`config.mk`:
```
export PLATFORM = sky130hd
export DESIGN_NAME = cx_dma_burst_sched
export DESIGN_NICKNAME = d
export VERILOG_FILES = /design/src/rtl/cx_dma_burst_sched.sv
export SDC_FILE = /design/constraint.sdc
export NUM_CORES = 1
export LEC_CHECK = 0
export BUFFER_PORTS_ARGS = -buffer_cell sky130_fd_sc_hd__buf_2
export CAP_MARGIN = 20
export CORE_ASPECT_RATIO = 1.4
export CORE_UTILIZATION = 25
export DETAILED_ROUTE_END_ITERATION = 16
export MAX_ROUTING_LAYER = met4
export SLEW_MARGIN = 20
export SYNTH_ARGS = -nofsm -noshare
export SYNTH_HDL_FRONTEND = slang
export SYNTH_SLANG_ARGS = --single-unit
```
`constraint.sdc`:
```
create_clock -name i_clk -period 29.5 [get_ports i_clk]
set_input_delay 5.9 -clock i_clk [delete_from_list [all_inputs] [get_ports i_clk]]
set_output_delay 5.9 -clock i_clk [all_outputs]
set_load 0.005 [all_outputs]
```
`src/rtl/cx_dma_burst_sched.sv`:
```
// cx_dma_burst_sched: per-CXU DMA descriptor sequencer. Splits one descriptor
// into INCR bursts capped at MAX_BEATS beats and never crossing a 4 KB page,
// throttles in-flight bursts and emits one done token per descriptor.
module cx_dma_burst_sched #(
  parameter int ADDR_WIDTH      = 32,
  parameter int MAX_BEATS       = 16,
  parameter int MAX_OUTSTANDING = 4,
  parameter int ID_WIDTH        = 4
) (
  input  logic                  i_clk,
  input  logic                  i_rst,
  input  logic                  s_desc_valid,
  output logic                  s_desc_ready,
  input  logic [ADDR_WIDTH-1:0] s_desc_base,
  input  logic [ADDR_WIDTH-1:0] s_desc_end,
  input  logic [2:0]            s_desc_size,
  input  logic [ID_WIDTH-1:0]   s_desc_id,
  output logic                  m_req_valid,
  input  logic                  m_req_ready,
  output logic [ADDR_WIDTH-1:0] m_req_base,
  output logic [ADDR_WIDTH-1:0] m_req_end,
  output logic [2:0]            m_req_size,
  output logic [ID_WIDTH-1:0]   m_req_id,
  input  logic                  i_cpl,
  output logic                  m_done_valid,
  input  logic                  m_done_ready,
  output logic [ID_WIDTH-1:0]   m_done_id,
  output logic                  o_busy
);

  localparam int OW = $clog2(MAX_OUTSTANDING + 1);
  // One extra bit so end = all-ones yields remaining = 2^ADDR_WIDTH without wrap.
  localparam int XW = ADDR_WIDTH + 1;

  typedef enum logic [1:0] {
    S_IDLE,
    S_ISSUE,
    S_DRAIN,
    S_DONE
  } state_t;

  state_t                state;
  state_t                state_nxt;
  logic [ADDR_WIDTH-1:0] cur_q;
  logic [ADDR_WIDTH-1:0] end_q;
  logic [2:0]            size_q;
  logic [ID_WIDTH-1:0]   id_q;
  logic [OW-1:0]         outstanding;
  logic [OW-1:0]         outstanding_nxt;

  logic [XW-1:0]         cur_x;
  logic [XW-1:0]         end_x;
  logic [XW-1:0]         remaining;
  logic [XW-1:0]         to_4k;
  logic [XW-1:0]         cap;
  logic [XW-1:0]         burst;
  logic [XW-1:0]         req_end_x;
  logic                  last_burst;
  logic                  desc_hs;
  logic                  req_hs;
  logic                  cpl_ok;
  logic [ADDR_WIDTH-1:0] size_mask;

  assign desc_hs = s_desc_valid && s_desc_ready;
  assign req_hs  = m_req_valid && m_req_ready;
  // A completion with nothing in flight is a system error; it must not underflow.
  assign cpl_ok  = i_cpl && (outstanding != '0);

  // Burst length = min(bytes left, bytes to the 4 KB page end, beat cap), from registers only.
  always_comb begin
    cur_x     = {1'b0, cur_q};
    end_x     = {1'b0, end_q};
    remaining = end_x - cur_x + XW'(1);
    to_4k     = XW'(13'd4096 - {1'b0, cur_q[11:0]});
    cap       = XW'(MAX_BEATS) << size_q;
    burst     = remaining;
    if (to_4k < burst) burst = to_4k;
    if (cap < burst)   burst = cap;
    req_end_x  = cur_x + burst - XW'(1);
    last_burst = (req_end_x == end_x);
  end

  // In-flight burst count: +1 per issued request, -1 per completion, net zero when both.
  always_comb begin
    outstanding_nxt = outstanding;
    case ({req_hs, cpl_ok})
      2'b10:   outstanding_nxt = outstanding + OW'(1);
      2'b01:   outstanding_nxt = outstanding - OW'(1);
      default: outstanding_nxt = outstanding;
    endcase
  end

  // State register and outstanding counter.
  always_ff @(posedge i_clk) begin
    // NOTE: sequential state uses non-blocking assignments so every flop samples pre-edge values.
    if (i_rst) begin
      state       <= S_IDLE;
      outstanding <= '0;
    end else begin
      state       <= state_nxt;
      outstanding <= outstanding_nxt;
    end
  end

  // Next-state decode and handshake outputs.
  always_comb begin
    // NOTE: every output gets a default first, so no path leaves one unassigned (no latch).
    state_nxt    = state;
    s_desc_ready = 1'b0;
    m_req_valid  = 1'b0;
    m_done_valid = 1'b0;
    o_busy       = 1'b1;
    case (state)
      S_IDLE: begin
        s_desc_ready = 1'b1;
        o_busy       = 1'b0;
        if (s_desc_valid) state_nxt = S_ISSUE;
      end
      S_ISSUE: begin
        m_req_valid = (outstanding < OW'(MAX_OUTSTANDING));
        if (m_req_valid && m_req_ready && last_burst) state_nxt = S_DRAIN;
      end
      S_DRAIN: begin
        if (outstanding_nxt == '0) state_nxt = S_DONE;
      end
      S_DONE: begin
        m_done_valid = 1'b1;
        if (m_done_ready) state_nxt = S_IDLE;
      end
      default: state_nxt = S_IDLE;
    endcase
  end

  // Request and done fields are driven only while their phase is active, zero otherwise.
  always_comb begin
    m_req_base = '0;
    m_req_end  = '0;
    m_req_size = '0;
    m_req_id   = '0;
    m_done_id  = '0;
    if (state == S_ISSUE) begin
      m_req_base = cur_q;
      m_req_end  = req_end_x[ADDR_WIDTH-1:0];
      m_req_size = size_q;
      m_req_id   = id_q;
    end
    if (state == S_DONE) m_done_id = id_q;
  end

  // Descriptor registers: latched on accept, cursor advanced past each issued burst.
  always_ff @(posedge i_clk) begin
    if (i_rst) begin
      cur_q  <= '0;
      end_q  <= '0;
      size_q <= '0;
      id_q   <= '0;
    end else if (desc_hs) begin
      cur_q  <= s_desc_base;
      end_q  <= s_desc_end;
      size_q <= s_desc_size;
      id_q   <= s_desc_id;
    end else if (req_hs) begin
      cur_q  <= req_end_x[ADDR_WIDTH-1:0] + ADDR_WIDTH'(1);
    end
  end

  assign size_mask = (ADDR_WIDTH'(1) << s_desc_size) - ADDR_WIDTH'(1);

  // Protocol checks: stray completions and misaligned descriptors.
  always_ff @(posedge i_clk) begin
    if (!i_rst) begin
      a_no_stray_cpl: assert (!(i_cpl && (outstanding == '0)));
      if (desc_hs) begin
        a_base_aligned: assert ((s_desc_base & size_mask) == '0);
        a_end_aligned:  assert (((s_desc_end + ADDR_WIDTH'(1)) & size_mask) == '0);
      end
    end
  end

endmodule

```
==> out/results.ini, run 1 <==
[sta]
timing.hold.ws_ns = 0.4636
finalCriticalPeriod_ns = 16.28
drv_slew = 0
hold_viol = 0
setup_violations = 0
rsz0062_at_grt = no
min_period_over_period_pct = 55.18
fmax_mhz = 61.43
setup-tns-final_ns = 0
slew-limit-headroom_pct = 31.23
skew_ns = 0.01221
tightest_slew_ns = 1.032
setup_slack_ns = 13.22

[logic_synthesis]
synth_edf_count = 0
synth_top_family_by_area = simple AND/OR/NAND/NOR gates
netlist_area_mm2 = 0.01056
yosysWarnings = 0
yosys-mux-area-fraction_pct = 2.690
yosys.area_share.simple_pct = 24.08
syn_avg_cell_area_um2 = 7.153
synth-async-reset-ratio_pct = 0
synth-seq-cells = 76
synth_compound_area_share_pct = 22.04
synth_adder_area_share_pct = 18.58
syn_inst = 1476
synthFlopType = dfxtp_1
netlist-cell-type-count = 84
yosysSeqAreaShare_pct = 14.41
synth_xor_area_share_pct = 10.29

[clock_tree]
clk_latency_ns = 0.38
cts_tree = done
cts_resized = 0
cts_root_buffer = clkbuf_16
cts_setup_buffers = 0
holdBufCountCts = 0
cts_num_sinks = 76
clk_pin_slew_ns = 0.07
htree_levels = 3
clk_path_buf_depth = 2
cts-buffers-inserted = 9

[finish]
drive_above_1_share_pct = 13.60
fillers = 4641
antennaDiodeCount = 0
final_cell_mix = nand2_1, buf_2, ha_1, nor2_1, inv_1
final_common_cell = nand2_1
nets = 1830
area_delta_synth_final_pct = 15.50

[worst_setup_path]
cp_max_fo = 15
rr_worst_depth = 41
start_kind = register
required_ns = 23.60
worstSetupPathDepth = 39
cpPeakStageDelay_ns = 0.78
cp.arrival_ns = 10.38
crit_path_frequent_cell = ha_1
critPathKind = reg -> out
cp_num_buf_inv = 4
crit_family = compound AO/OA/AOI/OAI gates
end_kind = output port
critPathSlowestCell = a211oi_1

[floorplan]
num_io_pins = 156
rows = 88
die_w_um = 175.7
dieArea_mm2 = 0.04307
coreArea_mm2 = 0.04140
start_util_pct = 25.50
die_y_um = 245.2

[outcome]
run_status = complete, no violations

[placement]
io_buffers = 155
hpwl_um = 30190
globalplace.congestion = 0.9296
pre_cts_slack_ns = 13.67

[drt]
vias = 10950
first_iter_violations = 678
vias_per_cell = 5.111
wl_per_cell_um = 17.75
dr.pass1.iters = 5
remaining_drc_errors = 0
drtAntennaViolNets = 0
drt-total-wl_um = 38040

[power_and_ir_drop]
p_int_mw = 0.7327
clkPwrFrac_pct = 7.7
netSwitchingPower_mw = 0.9563
swShare_pct = 56.62
pwr-share-comb_pct = 82.9
power.leakage_nw = 5.538
seq_power_share_pct = 9.4
power_per_cell_area_mw_per_mm2 = 138.5
vdd_drop_max_mv = 0.04332

[job]
drv_cap = 0

[global_route]
grtUsageTotal_pct = 18.03
antenna_found_initial = 0
grt_pass1_vias = 10560
grt_pass1_wl_um = 58100
grt_max_degree = 88
grt-ovfl-total = 0

[hold_path]
worstHoldPathCells = 2
hold_path_class = reg -> reg

-- worst paths after layout --
path | start | end | slack [ns]
max | cur_q[2] | m_req_end[30] | 13.22
min | id_q[1] | id_q[1] | 0.46
min reg2reg | id_q[1] | id_q[1] | 0.46
max reg2reg | cur_q[2] | state[1] | 18.54
-- stage by stage --
stage,cells,utilization (%),cell area [um2],total power [mW]
floorplan,1495,-,10630,1.157
global placement,2126,28.62,11850,1.531
detailed placement,2126,28.62,11850,1.538
CTS,2142,29.41,12170,1.681
global route,2143,29.45,12190,1.847
finish,2143,29.45,12190,1.689
-- per-layer routing --
metal	vias to the layer above	track usage [%]	share of wire, %
met3	103	2.107	4.1
met2	311	30.43	49
met5	-	-	0
li1	5389	-	-
met1	5150	20.43	42
met4	0	10.54	5.1
-- power by group through the flow --
| stage | Combinational, mW | Clock, mW | Sequential (mW) |
|---|---|---|---|
| after global placement | 1.37 | 0 | 0.160 |
| after CTS | 1.39 | 0.134 | 0.159 |
| after detailed placement | 1.38 | 0 | 0.161 |
| after global routing | 1.55 | 0.137 | 0.162 |
| after floorplan | 1.01 | 0 | 0.147 |
| final | 1.40 | 0.131 | 0.159 |
-- registers in the layout (all words and copies together) (netlist names) --
name / cells
state: 2
end_q: 32
id_q: 4
size_q: 3
outstanding: 3
cur_q: 32
-- synth_stat cells, types with 6 or more instances --
cell / instances / area (um2)
nor3_1: 29 / 145.1
dfxtp_1: 76 / 1521
o21ai_0: 50 / 250.2
a21o_1: 21 / 157.7
a2111oi_0: 7 / 61.31
nor4_1: 8 / 50.05
nand3_1: 28 / 140.1
buf_2: 10 / 50.05
o21a_1: 9 / 67.56
ha_1: 152 / 1902
mux2_4: 6 / 90.09
and4_1: 9 / 78.83
nor2b_1: 6 / 37.54
a211oi_1: 31 / 232.7
and2_1: 41 / 256.5
nand2_1: 170 / 638.1
nand2b_1: 11 / 68.82
nand3b_1: 7 / 52.55
o211ai_1: 16 / 120.1
nor2_1: 149 / 559.3
o21bai_1: 7 / 52.55
a311oi_1: 6 / 52.55
and3_1: 13 / 81.33
a21oi_1: 140 / 700.7
xor2_1: 47 / 411.6
inv_1: 141 / 529.3
mux2i_1: 16 / 160.2
xnor2_1: 61 / 534.3
a31oi_1: 10 / 62.56
clkbuf_1: 55 / 206.5
or3_1: 10 / 62.56
nand4_1: 30 / 187.7
-- tightest hold or removal path: stages, from the launching register on --
cell	delay [ns]
dfxtp_1	0.31
nand2_1	0.05
a21oi_1	0.05
-- final cells by class --
| cell class | count | area (um2) | area share, % |
|---|---|---|---|
| Multi-Input combinational cell | 1205 | 8283 | 67.93 |
| Sequential cell | 76 | 1521 | 12.48 |
| Timing Repair Buffer | 164 | 855.8 | 7.018 |
| Tap cell | 540 | 675.6 | 5.541 |
| Inverter | 142 | 533.0 | 4.371 |
| Clock buffer | 10 | 239.0 | 1.960 |
| Clock inverter | 6 | 86.33 | 0.7080 |
-- cell families (layout without fill, tap and decap cells) --
group,count (synthesis),count (layout)
other cells,1,20
mux,25,25
buf+inv,214,322
flops,76,76
fa+ha+maj,155,155
compound gates,360,360
simple gates,531,531
xor+xnor,114,114
Power figures use the tool's default switching activity.
==> inputs of run 2 (changes only) <==
==> constraint.sdc (replaced) <==
create_clock -name i_clk -period 16.22 [get_ports i_clk]
set_input_delay 3.244 -clock i_clk [delete_from_list [all_inputs] [get_ports i_clk]]
set_output_delay 3.244 -clock i_clk [all_outputs]
set_load 0.005 [all_outputs]
==> out/results.ini, run 2 (synthesized netlist as in run 1, its figures left out) <==
[outcome]
run_status = complete, no violations

[hold_path]
worstHoldPathCells = 2  ; unchanged
worstHoldStart = id_q[0]
hold_path_class = reg -> reg
holdPathEnd = id_q[0]

[finish]
nets = 1829  ; -0.055%
drive_above_1_share_pct = 13.55  ; -0.054 points
fillers = 4617  ; -0.52%
area_delta_synth_final_pct = 15.18
final_cell_mix = nand2_1, buf_2, ha_1, nor2_1, inv_1
final_common_cell = nand2_1
antennaDiodeCount = 0  ; unchanged
layoutNonFillerInstCount = 2142  ; -0.047%
top_regs = cur_q (32), end_q (32), id_q (4)

[worst_setup_path]
cp_num_buf_inv = 4  ; unchanged
cpPeakStageDelay_ns = 0.59  ; -0.19 ns
cp_max_fo = 15  ; unchanged
start_kind = register
cp.arrival_ns = 10.36  ; -0.02 ns
required_ns = 12.98  ; -10.62 ns
critPathSlowestCell = o21ai_2
reg2reg_slack_ns = 5.28  ; -13.26 ns
end_kind = output port
crit_path_frequent_cell = ha_1
critPathKind = reg -> out
crit_family = compound AO/OA/AOI/OAI gates
r2r-end = cur_q[31]
rr_worst_depth = 43  ; +4.9%
rr_startpoint = cur_q[2]

[sta]
setup-tns-final_ns = 0  ; unchanged
min_period_over_period_pct = 83.85
tightest_slew_ns = 1.046  ; +0.01483 ns
setup_violations = 0  ; unchanged
fmax_mhz = 73.52
slew-limit-headroom_pct = 30.24  ; -0.99 points
finalCriticalPeriod_ns = 13.60
hold_viol = 0  ; unchanged
rsz0062_at_grt = no
drv_slew = 0  ; unchanged
skew_ns = 0.02036  ; +0.008152 ns
setup_slack_ns = 2.619  ; -10.60 ns

[clock_tree]
clk_pin_slew_ns = 0.07  ; about the same
cts_setup_buffers = 0  ; unchanged
cts_root_buffer = clkbuf_16
cts_tree = done
cts-buffers-inserted = 9  ; unchanged
cts_resized = 0  ; unchanged
clk_latency_ns = 0.39  ; about the same
holdBufCountCts = 0  ; unchanged
htree_levels = 3  ; unchanged
cts_num_sinks = 76  ; unchanged
clk_path_buf_depth = 2  ; unchanged

[global_route]
grt_pass1_wl_um = 58040  ; -0.12%
grt-ovfl-total = 0  ; unchanged
antenna_found_initial = 0  ; unchanged
grtUsageTotal_pct = 18.03  ; about the same
grt_pass1_vias = 10530  ; -0.32%
grt_max_degree = 88  ; unchanged

[drt]
dr.pass1.iters = 5  ; unchanged
first_iter_violations = 656  ; -3.2%
wl_per_cell_um = 17.80  ; +0.28%
drt-total-wl_um = 38130  ; +0.23%
vias = 10970  ; +0.17%
drtAntennaViolNets = 0  ; unchanged
vias_per_cell = 5.122  ; +0.22%
remaining_drc_errors = 0  ; unchanged

[placement]
hpwl_um = 30150  ; -0.16%
globalplace.congestion = 0.9286  ; -0.11%
io_buffers = 155  ; unchanged
pre_cts_slack_ns = 3.036  ; -10.63 ns
dp.cells = 2126  ; unchanged

[power_and_ir_drop]
total_power_mw = 3.060  ; +81%
power.leakage_nw = 5.517  ; -0.38%
power_per_cell_area_mw_per_mm2 = 251.6  ; +82%
vdd_drop_max_mv = 0.08220  ; +90%

[floorplan]
num_io_pins = 156  ; unchanged
rows = 88  ; unchanged
die_w_um = 175.7  ; unchanged
dieArea_mm2 = 0.04307  ; unchanged
coreArea_mm2 = 0.04140  ; unchanged
start_util_pct = 25.50  ; unchanged
die_y_um = 245.2  ; unchanged

[job]
drv_cap = 0  ; unchanged

-- run 2: worst max path at each step --
stage | cells after the start | slack, ns | from | end
2_1_floorplan | 39 | 4.63 | cur_q[2] | m_req_end[30]
3_3_place_gp | 39 | 3.22 | cur_q[2] | m_req_end[29]
3_5_place_dp | 41 | 3.04 | cur_q[2] | m_req_end[30]
4_1_cts | 41 | 2.59 | cur_q[2] | m_req_end[30]
5_1_grt | 41 | 1.59 | cur_q[2] | m_req_end[29]
6_report | 41 | 2.62 | cur_q[2] | m_req_end[29]
-- run 2: layout make-up --
type,instances,area (um2),area share (%)
repair buffers,163,835.8,6.873
inverters,142,533.0,4.383
clock buffers,10,239.0,1.965
well taps,540,675.6,5.556
multi-input cells,1205,8284,68.12
clock inverters,6,71.32,0.5865
flip-flops and latches,76,1521,12.51
-- run 2: routing by layer --
metal | GRT usage [%] | up-vias | routed length [um]
li1 | - | 5397 | -
met1 | 20.44 | 5154 | 15840
met2 | 31.09 | 337 | 18940
met3 | 2.029 | 84 | 1600
met4 | 9.182 | 0 | 1744
met5 | - | - | 0
-- run 2: power by group --
part           leakage, nW  switching, mW  internal [mW]
clock network        0.145          0.102          0.125
logic                 4.75           1.59          0.955
registers            0.625         0.0537          0.235
-- run 2: worst register-to-register path, delay by kind of cell (launching register included) --
family                     cells  cell delay (ns)
muxes                          2             0.69
adders and majority gates      6             1.81
xor gates and xnor gates       3             0.98
buffers and inverters          3             0.52
AOI/OAI and AO/OA             17             3.82
DFF                            1             0.43
and+or+nand+nor               12             2.61
-- run 2: metrics by stage --
stage          hold WS, ns  instance area, um2  util (%)
6_report            0.4673               12160     29.37
5_1_grt             0.4934               12160     29.37
4_1_cts             0.4666               12160     29.37
3_5_place_dp        0.4576               11850     28.62
3_3_place_gp        0.4526               11850     28.62
2_1_floorplan       0.4401               10630         -
==> inputs of run 3 (changes only) <==
==> constraint.sdc (replaced) <==
create_clock -name i_clk -period 12.1 [get_ports i_clk]
set_input_delay 2.42 -clock i_clk [delete_from_list [all_inputs] [get_ports i_clk]]
set_output_delay 2.42 -clock i_clk [all_outputs]
set_load 0.005 [all_outputs]
==> out/results.ini, run 3 (synthesized netlist as in run 1, its figures left out) <==
[sta]
skew_ns = 0.01620  ; -0.004163 ns
fmax_mhz = 85.77
setup_violations = 0  ; unchanged
finalCriticalPeriod_ns = 11.66
setup_slack_ns = 0.4408  ; -2.178 ns
timing.hold.ws_ns = 0.4648  ; -0.002489 ns
drv_slew = 0  ; unchanged
hold_viol = 0  ; unchanged
min_period_over_period_pct = 96.36
tightest_slew_ns = 1.000  ; -0.04600 ns
slew-limit-headroom_pct = 33.31  ; +3.1 points
setup-tns-final_ns = 0  ; unchanged

[worst_setup_path]
crit_family = compound AO/OA/AOI/OAI gates
rr_worst_depth = 43  ; unchanged
critPathSlowestCell = fa_2
critPathKind = reg -> out
required_ns = 9.68  ; -3.30 ns
start_kind = register
crit_path_frequent_cell = ha_1
end_kind = output port
rr_startpoint = cur_q[2]
cp-startpoint = cur_q[2]
cp_max_fo = 13  ; -2
cp_num_buf_inv = 7  ; +3
worstSetupPathDepth = 41  ; unchanged
cp.arrival_ns = 9.24  ; -1.12 ns
cpPeakStageDelay_ns = 0.40  ; -0.19 ns

[finish]
fillers = 4586  ; -0.67%
area_delta_synth_final_pct = 21.05
nets = 1881  ; +2.8%
final_common_cell = nand2_1
top_regs = cur_q (32), end_q (32), id_q (4)
drive_above_1_share_pct = 18.14  ; +4.6 points
final_cell_mix = nand2_1, buf_2, nor2_1, ha_1

[placement]
globalplace.congestion = 0.9569  ; +3.0%
hpwl_um = 31820  ; +5.6%
io_buffers = 155  ; unchanged
pre_cts_slack_ns = -0.006194  ; -3.042 ns

[clock_tree]
clk_latency_ns = 0.39  ; about the same
cts-buffers-inserted = 9  ; unchanged
cts_num_sinks = 76  ; unchanged
cts_tree = done
clk_pin_slew_ns = 0.07  ; about the same
cts_root_buffer = clkbuf_16
htree_levels = 3  ; unchanged
clk_path_buf_depth = 2  ; unchanged

[hold_path]
hold_path_class = reg -> reg
worstHoldStart = id_q[0]
worstHoldPathCells = 2  ; unchanged

[drt]
first_iter_violations = 578  ; -12%
dr.pass1.iters = 5  ; unchanged
drt-total-wl_um = 39250  ; +3.0%
vias_per_cell = 5.055  ; -1.3%
remaining_drc_errors = 0  ; unchanged
wl_per_cell_um = 17.88  ; +0.47%
drtAntennaViolNets = 0  ; unchanged
vias = 11100  ; +1.1%

[global_route]
grt_pass1_wl_um = 59710  ; +2.9%
antenna_found_initial = 1  ; +1
grt_max_degree = 88  ; unchanged
grtUsageTotal_pct = 18.55  ; +0.53 points
grt-ovfl-total = 0  ; unchanged
grt_pass1_vias = 10860  ; +3.1%

[power_and_ir_drop]
seq_power_share_pct = 8.5  ; -0.9 points
pwr-share-comb_pct = 83.5  ; +0.4 points
p_int_mw = 2.031  ; +55%
swShare_pct = 54.77  ; -2.3 points
netSwitchingPower_mw = 2.459  ; +41%
vdd_drop_max_mv = 0.1339  ; +63%
power.leakage_nw = 5.821  ; +5.5%
power_per_cell_area_mw_per_mm2 = 351.4  ; +40%
clkPwrFrac_pct = 8.0  ; +0.6 points

[floorplan]
coreArea_mm2 = 0.04140  ; unchanged
dieArea_mm2 = 0.04307  ; unchanged
die_y_um = 245.2  ; unchanged
rows = 88  ; unchanged
die_w_um = 175.7  ; unchanged
num_io_pins = 156  ; unchanged
start_util_pct = 25.50  ; unchanged

[outcome]
run_status = complete, no violations

[job]
drv_cap = 0  ; unchanged

==> run 3: metrics by stage <==
step / total power [mW] / instance area [um2] / util (%) / cells
6_report: 4.491 / 12780 / 30.87 / 2195
5_1_grt: 4.872 / 12780 / 30.87 / 2195
4_1_cts: 4.382 / 12570 / 30.36 / 2183
3_5_place_dp: 3.960 / 12150 / 29.36 / 2165
3_3_place_gp: 3.955 / 12150 / 29.36 / 2165
2_1_floorplan: 2.822 / 10630 / - / 1495
==> run 3: power by group through the flow <==
stage	registers (mW)	clock network (mW)	logic, mW
floorplan	0.359	0	2.46
global route	0.392	0.373	4.11
detailed placement	0.387	0	3.57
CTS	0.381	0.365	3.64
global placement	0.383	0	3.57
finish	0.384	0.359	3.75
==> run 3: timing repair <==
action	CTS	global route
resized for setup	7	40
hold buffers	0	0
pin swaps	3	14
buffers inserted	2	11
setup endpoints to repair	11	23
==> run 3: worst paths after layout <==
check / slack [ns] / to
max: 0.44 / m_req_end[29]
min: 0.46 / id_q[0]
max reg2reg: 1.55 / state[1]
min reg2reg: 0.46 / id_q[0]
==> run 3: area by class of cell <==
cell class / instances / area (um2) / area share [%]
multi-input combinational: 1205 / 8433 / 65.99
inverter: 142 / 533.0 / 4.171
sequential: 76 / 1528 / 11.95
tap: 540 / 675.6 / 5.287
clock inverter: 6 / 136.4 / 1.067
antenna: 1 / 2.502 / 0.01958
clock buffer: 10 / 229.0 / 1.792
timing repair buffer: 215 / 1242 / 9.722
==> run 3: worst reg2reg max path: cells and delay by family (launching register included) <==
family / cells / cell delay, ns
buf+inv: 5 / 0.65
fa+ha+maj: 7 / 2.23
xor+xnor: 3 / 0.71
mux: 3 / 0.47
simple gates: 13 / 3.25
compound gates: 12 / 2.70
flops: 1 / 0.38
==> run 3: layer usage <==
| metal | track usage (%) | wire length [um] |
|---|---|---|
| met1 | 20.54 | 16010 |
| met2 | 33.13 | 20220 |
| met3 | 1.735 | 1437 |
| met4 | 8.875 | 1579 |
| met5 | - | 0 |
